===== src/rtl/io_pkg.sv =====
`default_nettype none
// ============================================================================
// Module      : io_pkg
// Description : Shared word/character geometry and tape-input FSM encoding.
// Revision    : 1.0 - initial release
// ============================================================================
package io_pkg;

    localparam int WORD_BITS = 30;
    localparam int DIGIT_W   = 4;
    localparam int CNT_W     = 5;

    localparam logic [1:0] ST_IDLE  = 2'd0;
    localparam logic [1:0] ST_FETCH = 2'd1;
    localparam logic [1:0] ST_SHIFT = 2'd2;
    localparam logic [1:0] ST_DONE  = 2'd3;

endpackage
`default_nettype wire


===== src/rtl/io_digit_serializer.sv =====
`default_nettype none
// ============================================================================
// Module      : io_digit_serializer
// Description : Holds one tape character and tracks which bit is on the wire.
// Revision    : 1.0 - initial release
// ============================================================================
module io_digit_serializer #(
    parameter int DIGIT_W = io_pkg::DIGIT_W
) (
    input  logic               clk,
    input  logic               resetn,
    input  logic               i_load,
    input  logic [DIGIT_W-1:0] i_load_data,
    input  logic               i_advance,
    output logic               o_next_bit,
    output logic               o_last
);
    import io_pkg::*;

    localparam int IDX_W = (DIGIT_W > 1) ? $clog2(DIGIT_W) : 1;
    localparam logic [IDX_W-1:0] C_IDX_LAST = IDX_W'(DIGIT_W - 1);

    logic [DIGIT_W-1:0] digit_q, digit_d;
    logic [IDX_W-1:0]   idx_q, idx_d;

    always_ff @(posedge clk or negedge resetn) begin
        if (!resetn) begin
            digit_q <= '0;
            idx_q   <= '0;
        end else begin
            digit_q <= digit_d;
            idx_q   <= idx_d;
        end
    end

    always_comb begin
        digit_d = digit_q;
        idx_d   = idx_q;
        if (i_load) begin
            digit_d = i_load_data;
            idx_d   = '0;
        end else if (i_advance) begin
            idx_d = (idx_q == C_IDX_LAST) ? '0 : idx_q + 1'b1;
        end
    end

    // Bit that follows the current one (MSB-first); wraps harmlessly on the last bit.
    always_comb begin
        o_next_bit = 1'b0;
        for (int i = 0; i < DIGIT_W; i++) begin
            if (idx_q == IDX_W'(i)) begin
                o_next_bit = digit_q[(2 * DIGIT_W - 2 - i) % DIGIT_W];
            end
        end
    end

    assign o_last = (idx_q == C_IDX_LAST);

endmodule
`default_nettype wire


===== src/rtl/io_tape_input_ctrl.sv =====
`default_nettype none
// ============================================================================
// Module      : io_tape_input_ctrl
// Description : Tape-character to C-register serial feeder (MSB-first).
//               Optional odd-parity check enabled by IO_TAPE_PARITY_EN.
// Revision    : 1.0 - initial release
// ============================================================================
module io_tape_input_ctrl #(
    parameter int WORD_BITS = io_pkg::WORD_BITS,
    parameter int DIGIT_W   = io_pkg::DIGIT_W,
    parameter int CNT_W     = io_pkg::CNT_W
) (
    input  logic               clk,
    input  logic               resetn,
    input  logic               start,
    input  logic               abort,
    input  logic               tape_valid,
    input  logic [DIGIT_W-1:0] tape_data,
    output logic               tape_ready,
    input  logic               shift_ready,
    output logic               shift_valid,
    output logic               io_input_data,
    output logic               busy,
    output logic               done,
`ifdef IO_TAPE_PARITY_EN
    input  logic               tape_parity,
    output logic               parity_err,
`endif
    output logic [CNT_W-1:0]   bit_count
);
    import io_pkg::*;

    localparam logic [CNT_W-1:0] C_WORD_BITS = CNT_W'(WORD_BITS);
    localparam logic [CNT_W-1:0] C_WORD_LAST = CNT_W'(WORD_BITS - 1);

    logic [1:0]       state_q, state_d;
    logic             shift_valid_q, shift_valid_d;
    logic             io_input_data_q, io_input_data_d;
    logic             busy_q, busy_d;
    logic             done_q, done_d;
    logic [CNT_W-1:0] bit_count_q, bit_count_d;

    logic w_char_ok;
    logic w_start_acc;
    logic w_fetch_hs;
    logic w_ser_load;
    logic w_shift_acc;
    logic w_word_last;
    logic w_ser_next_bit;
    logic w_ser_last;

`ifdef IO_TAPE_PARITY_EN
    logic parity_err_q, parity_err_d;
    // tape_parity flags an odd number of ones in the character.
    assign w_char_ok = (tape_parity == ^tape_data);
`else
    assign w_char_ok = 1'b1;
`endif

    assign w_start_acc = (state_q == ST_IDLE)  && start && !abort;
    assign w_fetch_hs  = (state_q == ST_FETCH) && tape_valid && !abort;
    assign w_ser_load  = w_fetch_hs && w_char_ok;
    assign w_shift_acc = (state_q == ST_SHIFT) && shift_valid_q && shift_ready && !abort;
    assign w_word_last = (bit_count_q == C_WORD_LAST);

    io_digit_serializer #(
        .DIGIT_W (DIGIT_W)
    ) u_ser (
        .clk         (clk),
        .resetn      (resetn),
        .i_load      (w_ser_load),
        .i_load_data (tape_data),
        .i_advance   (w_shift_acc),
        .o_next_bit  (w_ser_next_bit),
        .o_last      (w_ser_last)
    );

    always_ff @(posedge clk or negedge resetn) begin
        if (!resetn) begin
            state_q <= ST_IDLE;
        end else begin
            state_q <= state_d;
        end
    end

    always_comb begin
        state_d = state_q;
        if (abort) begin
            state_d = ST_IDLE;
        end else begin
            case (state_q)
                ST_IDLE:  if (start) state_d = ST_FETCH;
                ST_FETCH: if (tape_valid) state_d = w_char_ok ? ST_SHIFT : ST_DONE;
                ST_SHIFT: begin
                    if (w_shift_acc) begin
                        if (w_word_last)     state_d = ST_DONE;
                        else if (w_ser_last) state_d = ST_FETCH;
                    end
                end
                default:  state_d = ST_IDLE;
            endcase
        end
    end

    always_comb begin
        tape_ready    = (state_q == ST_FETCH);
        shift_valid_d = (state_d == ST_SHIFT);
        done_d        = (state_d == ST_DONE);

        busy_d = busy_q;
        if (abort || state_q == ST_DONE) busy_d = 1'b0;
        else if (w_start_acc)            busy_d = 1'b1;

        // The presented bit only moves on a load or an accepted shift.
        io_input_data_d = 1'b0;
        if (w_ser_load)                             io_input_data_d = tape_data[DIGIT_W-1];
        else if (w_shift_acc && state_d == ST_SHIFT) io_input_data_d = w_ser_next_bit;
        else if (state_d == ST_SHIFT)               io_input_data_d = io_input_data_q;

        bit_count_d = bit_count_q;
        if (w_start_acc)                                   bit_count_d = '0;
        else if (w_shift_acc && bit_count_q != C_WORD_BITS) bit_count_d = bit_count_q + 1'b1;
    end

`ifdef IO_TAPE_PARITY_EN
    always_comb begin
        parity_err_d = parity_err_q;
        if (w_start_acc)                   parity_err_d = 1'b0;
        else if (w_fetch_hs && !w_char_ok) parity_err_d = 1'b1;
    end

    always_ff @(posedge clk or negedge resetn) begin
        if (!resetn) parity_err_q <= 1'b0;
        else         parity_err_q <= parity_err_d;
    end

    assign parity_err = parity_err_q;
`endif

    always_ff @(posedge clk or negedge resetn) begin
        if (!resetn) begin
            shift_valid_q   <= 1'b0;
            io_input_data_q <= 1'b0;
            busy_q          <= 1'b0;
            done_q          <= 1'b0;
            bit_count_q     <= '0;
        end else begin
            shift_valid_q   <= shift_valid_d;
            io_input_data_q <= io_input_data_d;
            busy_q          <= busy_d;
            done_q          <= done_d;
            bit_count_q     <= bit_count_d;
        end
    end

    assign shift_valid   = shift_valid_q;
    assign io_input_data = io_input_data_q;
    assign busy          = busy_q;
    assign done          = done_q;
    assign bit_count     = bit_count_q;

endmodule
`default_nettype wire


===== config.mk =====
export PLATFORM = sky130hd
export DESIGN_NAME = io_tape_input_ctrl
export DESIGN_NICKNAME = d
export VERILOG_FILES = /design/src/rtl/io_pkg.sv /design/src/rtl/io_digit_serializer.sv /design/src/rtl/io_tape_input_ctrl.sv
export SDC_FILE = /design/constraint.sdc
export NUM_CORES = 1
export LEC_CHECK = 0
export BUFFER_PORTS_ARGS = -buffer_cell sky130_fd_sc_hd__buf_2
export CORE_ASPECT_RATIO = 0.9
export CORE_UTILIZATION = 35
export CTS_CLUSTER_SIZE = 25
export DETAILED_ROUTE_END_ITERATION = 6
export SLEW_MARGIN = 0
export SYNTH_ARGS = -nofsm -noshare
export SYNTH_HDL_FRONTEND = slang
export SYNTH_HIERARCHICAL = 1
export SYNTH_SLANG_ARGS = --single-unit

===== constraint.sdc =====
create_clock -name clk -period 4.13 [get_ports clk]
set_input_delay 0.2065 -clock clk [delete_from_list [all_inputs] [get_ports clk]]
set_output_delay 0.2065 -clock clk [all_outputs]
set_load 0.02 [all_outputs]

# Word level (Yosys, flattened, before mapping)
# Cells that the tools add are included.
# op_classes
addsub	2
n_reduce_logical	16
n_mux	21
eq_ne	11
# op_table
operator	count
$mux W2	9
$eq A2 B2 Y1 const B	6
$mux W5	2
$logic_and A1 B1 Y1	9
$mux W1	9
$pmux W2 S3	1
$reduce_bool A2 Y1	3
$add A5 B1 Y5 const B	1
$eq A5 B5 Y1 const B	1
$ne A5 B5 Y1 const B	1
$eq A2 B1 Y1 const B	2
$logic_not A2 Y1	2
$ne A3 B1 Y1 const B	1
$add A2 B1 Y2 const B	1
$logic_not A1 Y1	1
$logic_or A1 B1 Y1	1
# word_totals
input_bits	10
ff_bits	17
out_inout_bits	10

# Logic depth before layout (Yosys ltp)
# Gate-level depths: netlist of the first run.
# logic_depth
depth_word	11
depth_mapped	7

# By module
# The synthesis of the first run kept the hierarchy.
# by_module_without_submodules
module	area_each_um2	seq_area_each_um2	n_inst	cells_each
io_tape_input_ctrl	590.6	275.3	1	59
io_digit_serializer	340.3	150.1	1	29

# Least setup slack after synthesis of the first run
# Ideal clock, no wire load.
# synth_timing
kind	reg-to-reg
start	register bit_count_q[0] (netlist: bit_count[0])
end	register bit_count_q[4] (netlist: bit_count[4])
arrival_ps	1894
setup_slack_ps	2170
path_stages_with_launch	8
cell_sequence	dfrtp_1 -> inv_1 -> ha_1 -> and4_2 -> or3_1 -> buf_6 -> or4_1 -> nand2_1
# synth_between
elab_chain_len	3
# synth_rtl
element	line_no	source
start, declared	io_tape_input_ctrl.sv:41	logic [CNT_W-1:0] bit_count_q, bit_count_d;
start signal, assigned	io_tape_input_ctrl.sv:152	bit_count_q <= bit_count_d;
$add A5 B1 Y5 / $ne A5 B5 Y1 (equally long branches)	io_tape_input_ctrl.sv:122	else if (w_shift_acc && bit_count_q != C_WORD_BITS) bit_count_d = bit_count_q + 1'b1;
$mux W5 / $logic_and A1 B1 Y1 (equally long branches)	io_tape_input_ctrl.sv:122	
$mux W5 / $reduce_bool A2 Y1 (equally long branches)	-	
# Several ways; a longest one is shown, not always the timed one. The select of a mux whose other input is x is not followed.
# A chain may end at the register's enable or synchronous reset.

# Final worst setup path of the first run
# layout_timing
start	register state_q[0]
end	register bit_count_q[4] (netlist: bit_count[4])
# layout_between
elab_chain_len	6
# layout_rtl
element	line_no	source
start, declared	io_tape_input_ctrl.sv:36	logic [1:0] state_q, state_d;
start signal, assigned	io_tape_input_ctrl.sv:82	state_q <= state_d;
$eq A2 B2 Y1	io_tape_input_ctrl.sv:63	assign w_shift_acc = (state_q == ST_SHIFT) && shift_valid_q && shift_ready && !abort;
$logic_and A1 B1 Y1 (3 in a row)	io_tape_input_ctrl.sv:63	
$logic_and A1 B1 Y1	io_tape_input_ctrl.sv:122	
$reduce_bool A2 Y1 (no source line)	-	
# Several ways; a longest one is shown, not always the timed one.

==> results.tsv, run 1 <==
stage	metric	value	unit
power	pwr-share-comb	16.7	%
final_layout	design_area	0.001075	mm2
power	switching_share	25.66	%
route	vias_per_cell	5.000	
critical_path	cp_data_required_time	4.37	ns
sta	report.final.setup_viol	0	
route	drt_iter0_markers	14	
sta	min_period	1.996	ns
route	ant_nets	0	
yosys	synth_top_area_share	45.70	%
final_layout	multiInputGateArea	452.9	um2
route	drtPass1Iterations	4	
clock_tree	root_buffer	clkbuf_4	
placement	placed_area	0.001039	mm2
sta	finalHoldViolCount	0	
sta	fin_tns_setup	0	ns
yosys	yosys-top-cells-area	dfrtp_1, ha_1, mux2_4	
die	die_y	50.93	um
final_layout	area_delta_synth_final	15.46	%
clock_tree	cts_num_sinks	17	
grt	grt_max_degree	18	
final_layout	layoutNonFillerInstCount	138	
sta	skew	0.008553	ns
sta	rsz0062_at_grt	no	
final_layout	drive_gt1_share	27.27	%
hold_path	min_path_type	in2reg	
final_layout	layout_commonest_cell	buf_2	
sta	slew_headroom	71.82	%
critical_path	critPathLaunchType	flop	
placement	numPlacedInstances	133	
final_layout	num-fill-cells	252	
placement	place.port_buffers	19	
route	num_vias	690	
power	leakagePower	0.5275	nW
critical_path	crit_slowest_cell	or4_1	
die	rows	17	
yosys	synth-seq-area-share	45.70	%
yosys	avgSynthCellArea	10.58	um2
final_layout	num_antenna_cells	0	
final_layout	seqCellArea	425.4	um2
outcome	outcome	finished clean	
clock_tree	cts_max_path_buffers	2	
route	wl_per_cell	12.46	um
clock_tree	insertion_delay	0.29	ns
yosys	ys_warn_count	6	
placement	gp_congestion	0.7231	
clock_tree	cts_tree	built	
power	p_int	0.2496	mW
final_layout	fin_nets	128	
grt	grt_antenna_before_repair	0	
power	clkPwrFrac	25.5	%
clock_tree	clk_pin_slew	0.09	ns
critical_path	path_cells	or3b_4 -> or3_1 -> or4_1 -> nand2_1	
die	dieArea	0.002870	mm2
grt	grt_pass1_vias	684	
placement	detailedPlacementHpwl	1346	um
yosys	yosys.area.top_type	dfrtp_1	
sta	fmax	0.5010	GHz
sta	tightest_slew	0.4169	ns
yosys	synth_edf_count	0	
yosys	synthesis.area	930.9	um2
power	p_seq_share	57.8	%
final_layout	fin_util	43.19	%
yosys	synth_cell_type_count	32	
critical_path	max_stage_delay	0.50	ns
power	p_switching	0.08614	mW
grt	overflow	0	
power	vdd_drop_max	0.1379	mV
route	wl	1720	um
power	powerDensity	312.4	mW/mm2
grt	grt_usage	13.62	%
die	fp.dieW	56.36	um
yosys	synth_top_flop_cell	dfrtp_1	
power	power	0.3357	mW
critical_path	crit_buf_inv	0	
die	io_pins	20	
die	core	0.002489	mm2
flow_run	drv_cap	0	
sta	slew_viol_final	0	
yosys	synth.ff_latch_count	17	
critical_path	endpoint_kind	flop	
clock_tree	htree_levels	1	
critical_path	cp_max_fo	10	
die	start_util	37.41	%
grt	grt_pass1_wl	2994	um
critical_path	cpLargestDelayFamily	simple AND/OR/NAND/NOR gates	
clock_tree	cts_buffers	3	
route	drc_errors	0	
sta	fin_crit_sh	48.33	%
yosys	async_flop_share	100.0	%
final_layout	final_cell_mix	buf_2, dfrtp_1, inv_1, nor2_1, ha_1	
yosys	syn_inst	88	
critical_path	worstSetupPathType	reg2reg	
critical_path	critPathArrivalTime	2.23	ns
yosys	syn-num-nets	105	
metrics by stage:
| step | hold slack (ns) | setup WS (ns) |
|---|---|---|
| 3_5_place_dp | 0.1574 | 2.138 |
| 5_1_grt | 0.1297 | 2.048 |
| 3_3_place_gp | 0.1503 | 2.200 |
| 6_report | 0.1434 | 2.134 |
| 4_1_cts | 0.1391 | 2.130 |
| 2_1_floorplan | -0.08909 | 2.170 |
state kept, by name, indices dropped and copies added, names as in the netlist:
name,cells
busy,1
io_input_data,1
bit_count,5
u_ser/digit_q,4
state_q,2
shift_valid,1
u_ser/idx_q,2
done,1
power groups by stage:
stage,registers [mW],clock network [mW],logic (mW)
finish,0.194,0.0857,0.0559
global route,0.196,0.0983,0.0626
CTS,0.194,0.0904,0.0568
detailed placement,0.198,0,0.0555
global placement,0.196,0,0.0540
floorplan,0.197,0,0.0361
cell families (layout without fill, tap and decap cells):
logic type               count (synthesis)  after routing  synth area share, %
flip-flops                              17             17                45.70
multiplexers                             6              6                8.199
AO/OA/AOI/OAI                           17             17                11.83
adder cells (fa/ha/maj)                  7              7                9.408
AND/OR/NAND/NOR                         31             31                19.22
buffers and inverters                   10             32                5.645
worst paths after layout:
path,startpoint,end,slack [ns],depth (start not counted)
min reg2reg,busy,busy,0.47,2
max reg2reg,state_q[0],bit_count[4],2.13,4
min,tape_data[0],u_ser/digit_q[0],0.14,2
max,state_q[0],bit_count[4],2.13,4
max in group asynchronous,resetn,u_ser/digit_q[1],3.48,2
min in group asynchronous,resetn,u_ser/digit_q[0],0.36,2
layout make-up:
| type | instances | share of cell area, % |
|---|---|---|
| Multi-Input combinational cell | 61 | 42.14 |
| Sequential cell | 17 | 39.58 |
| Timing Repair Buffer | 20 | 9.779 |
| Tap cell | 28 | 3.260 |
| Inverter | 8 | 2.794 |
| Clock buffer | 4 | 2.445 |
cell usage after synthesis, drive strengths merged, types with 2 or more instances:
cell type and number:
mux2i 2, mux2 4, a211oi 2, nand3 4, or3 2, ha 7, nand2b 2, nand2 5
a21oi 4, nor2 8, dfrtp 17, o21ai 4, inv 8, buf 2, o211ai 2
what timing repair did:
action | CTS | global route
buffers inserted | 0 | 0
hold buffers | 1 | 0
resized for setup | 0 | 0
endpoints found under the hold margin | 17 | 0
routing by layer:
layer  vias up  track usage, %  share of wire, %
met5         -               0                 0
met4         0           3.659              0.93
met3         4           4.557               5.2
met2        15           21.43                43
met1       316           18.02                50
li1        355               -                 -
No activity file was read; power rests on OpenSTA's default activity.
==> run 2: changes to the inputs <==
==> constraint.sdc (replaced) <==
create_clock -name clk -period 1.69 [get_ports clk]
set_input_delay 0.0845 -clock clk [delete_from_list [all_inputs] [get_ports clk]]
set_output_delay 0.0845 -clock clk [all_outputs]
set_load 0.02 [all_outputs]
==> run 2 against run 1 <==
Net effect:
- fmax up 19%
- sequential share of layout area fell by 3.2 points
- critical path depth did not move
- non-clock buffer count increased by 9
- total power increased to 2.5 times the previous value
- count of clock-buffer cells in the layout did not move
- largest cell class unchanged
- die area stayed put
==> results.tsv, run 2 (same netlist as run 1, synthesis figures left out) <==
stage	metric	value	unit
grt	grt_usage	14.25	%
clock_tree	cts_tree	built	
route	wl	1836	um
power	leakagePower	0.5724	nW
critical_path	worstSetupPathType	reg2reg	
route	num_vias	756	
critical_path	cp_data_required_time	1.92	ns
final_layout	area_delta_synth_final	26.34	%
power	p_int	0.6206	mW
final_layout	final_cell_mix	buf_2, dfrtp_1, buf_4, nor2_1, inv_1	
route	wl_per_cell	12.49	um
sta	report.final.setup_viol	0	
sta	whs	0.02453	ns
die	die_y	50.93	um
power	powerDensity	714.9	mW/mm2
clock_tree	cts_buffers	3	
sta	min_period	1.679	ns
final_layout	largest_register_ffs	5	
sta	rsz0062_at_grt	yes	
clock_tree	cts_max_path_buffers	2	
grt	overflow	0	
die	fp.dieW	56.36	um
clock_tree	insertion_delay	0.28	ns
route	vias_per_cell	5.143	
final_layout	num_antenna_cells	0	
sta	fmax	0.5955	GHz
grt	grt_max_degree	18	
power	pwr-share-comb	18.3	%
outcome	outcome	finished clean	
critical_path	endpoint_kind	flop	
clock_tree	htree_levels	1	
sta	fin_crit_sh	99.36	%
die	dieArea	0.002870	mm2
clock_tree	clk_pin_slew	0.10	ns
grt	grt_pass1_vias	715	
final_layout	layout_commonest_cell	buf_2	
placement	detailedPlacementHpwl	1395	um
clock_tree	cts_num_sinks	17	
clock_tree	root_buffer	clkbuf_4	
flow_run	drv_cap	0	
die	rows	17	
die	io_pins	20	
die	core	0.002489	mm2
power	switching_share	26.19	%
route	drt_iter0_markers	10	
final_layout	fin_nets	137	
grt	grt_pass1_wl	3070	um
placement	gp_congestion	0.8283	
sta	skew	0.002914	ns
sta	slew_viol_final	0	
power	power	0.8409	mW
route	ant_nets	0	
placement	place.port_buffers	19	
critical_path	critPathLaunchType	flop	
power	p_seq_share	56.1	%
die	start_util	37.41	%
sta	tightest_slew	0.4325	ns
critical_path	critPathArrivalTime	1.91	ns
grt	grt_antenna_before_repair	0	
power	vdd_drop_max	0.3964	mV
sta	slew_headroom	70.76	%
power	p_switching	0.2203	mW
final_layout	drive_gt1_share	41.18	%
placement	placed_area	0.001105	mm2
hold_path	min_path_type	in2reg	
route	drtPass1Iterations	4	
route	drc_errors	0	
power	clkPwrFrac	25.6	%
sta	finalHoldViolCount	0	
critical_path	cp_max_fo	6	
final_layout	design_area	0.001176	mm2
==> run 2: cell types whose count changed in the layout (fill, tap and decap cells not counted), sizes merged <==
cell	previous run	this run
buf	19	28
==> run 2: worst paths after layout <==
check	from	cells past startpoint	to	slack, ns
min in group asynchronous	resetn	2	busy	0.24
hold / removal	tape_data[1]	2	u_ser/digit_q[1]	0.02
max in group asynchronous	resetn	2	bit_count[0]	1.15
hold reg to reg	busy	2	busy	0.50
setup reg to reg	state_q[0]	4	bit_count[4]	0.01
setup / recovery	state_q[0]	4	bit_count[4]	0.01
==> run 2: what timing repair did <==
action,in CTS,in global routing
hold buffers,1,0
setup buffers,0,1
pin swaps,0,2
resized for setup,1,6
endpoints found under the setup margin,2,6
hold endpoints to repair,17,0
==> run 2: worst max-delay path: stages (launching register included) <==
cell	delay (ns)
dfrtp_1	0.39
or3b_4	0.39
or3_4	0.36
or4_4	0.42
nand2_2	0.06
==> run 2: per-layer routing <==
| metal | wire length, um | track usage, % |
|---|---|---|
| met1 | 871 | 18.07 |
| met2 | 890 | 23.02 |
| met3 | 52 | 2.278 |
| met4 | 21 | 8.537 |
| met5 | 0 | 0 |
==> run 2: through the flow <==
step / TNS (ns) / setup slack [ns] / util, % / instances
6_report: 0 / 0.01076 / 47.26 / 147
5_1_grt: -0.07755 / -0.02866 / 47.26 / 147
4_1_cts: 0 / 0.01330 / 46.05 / 146
3_5_place_dp: 0 / 0.009001 / 44.39 / 141
3_3_place_gp: 0 / 0.03487 / 44.39 / 141
2_1_floorplan: -0.1485 / -0.08870 / - / 88
==> run 2: power by group through the flow <==
stage | Combinational (mW) | Sequential, mW | Clock [mW]
after floorplan | 0.0884 | 0.480 | 0
after global routing | 0.173 | 0.476 | 0.242
after CTS | 0.148 | 0.471 | 0.227
after global placement | 0.142 | 0.476 | 0
after detailed placement | 0.146 | 0.478 | 0
final | 0.154 | 0.472 | 0.216
==> run 2: layout make-up <==
class	count	area, um2
tap	28	35.03
inverter	8	30.03
fill	234	1313
multi-input combinational	61	484.2
clock buffer	4	26.28
timing repair buffer	29	172.7
sequential	17	427.9
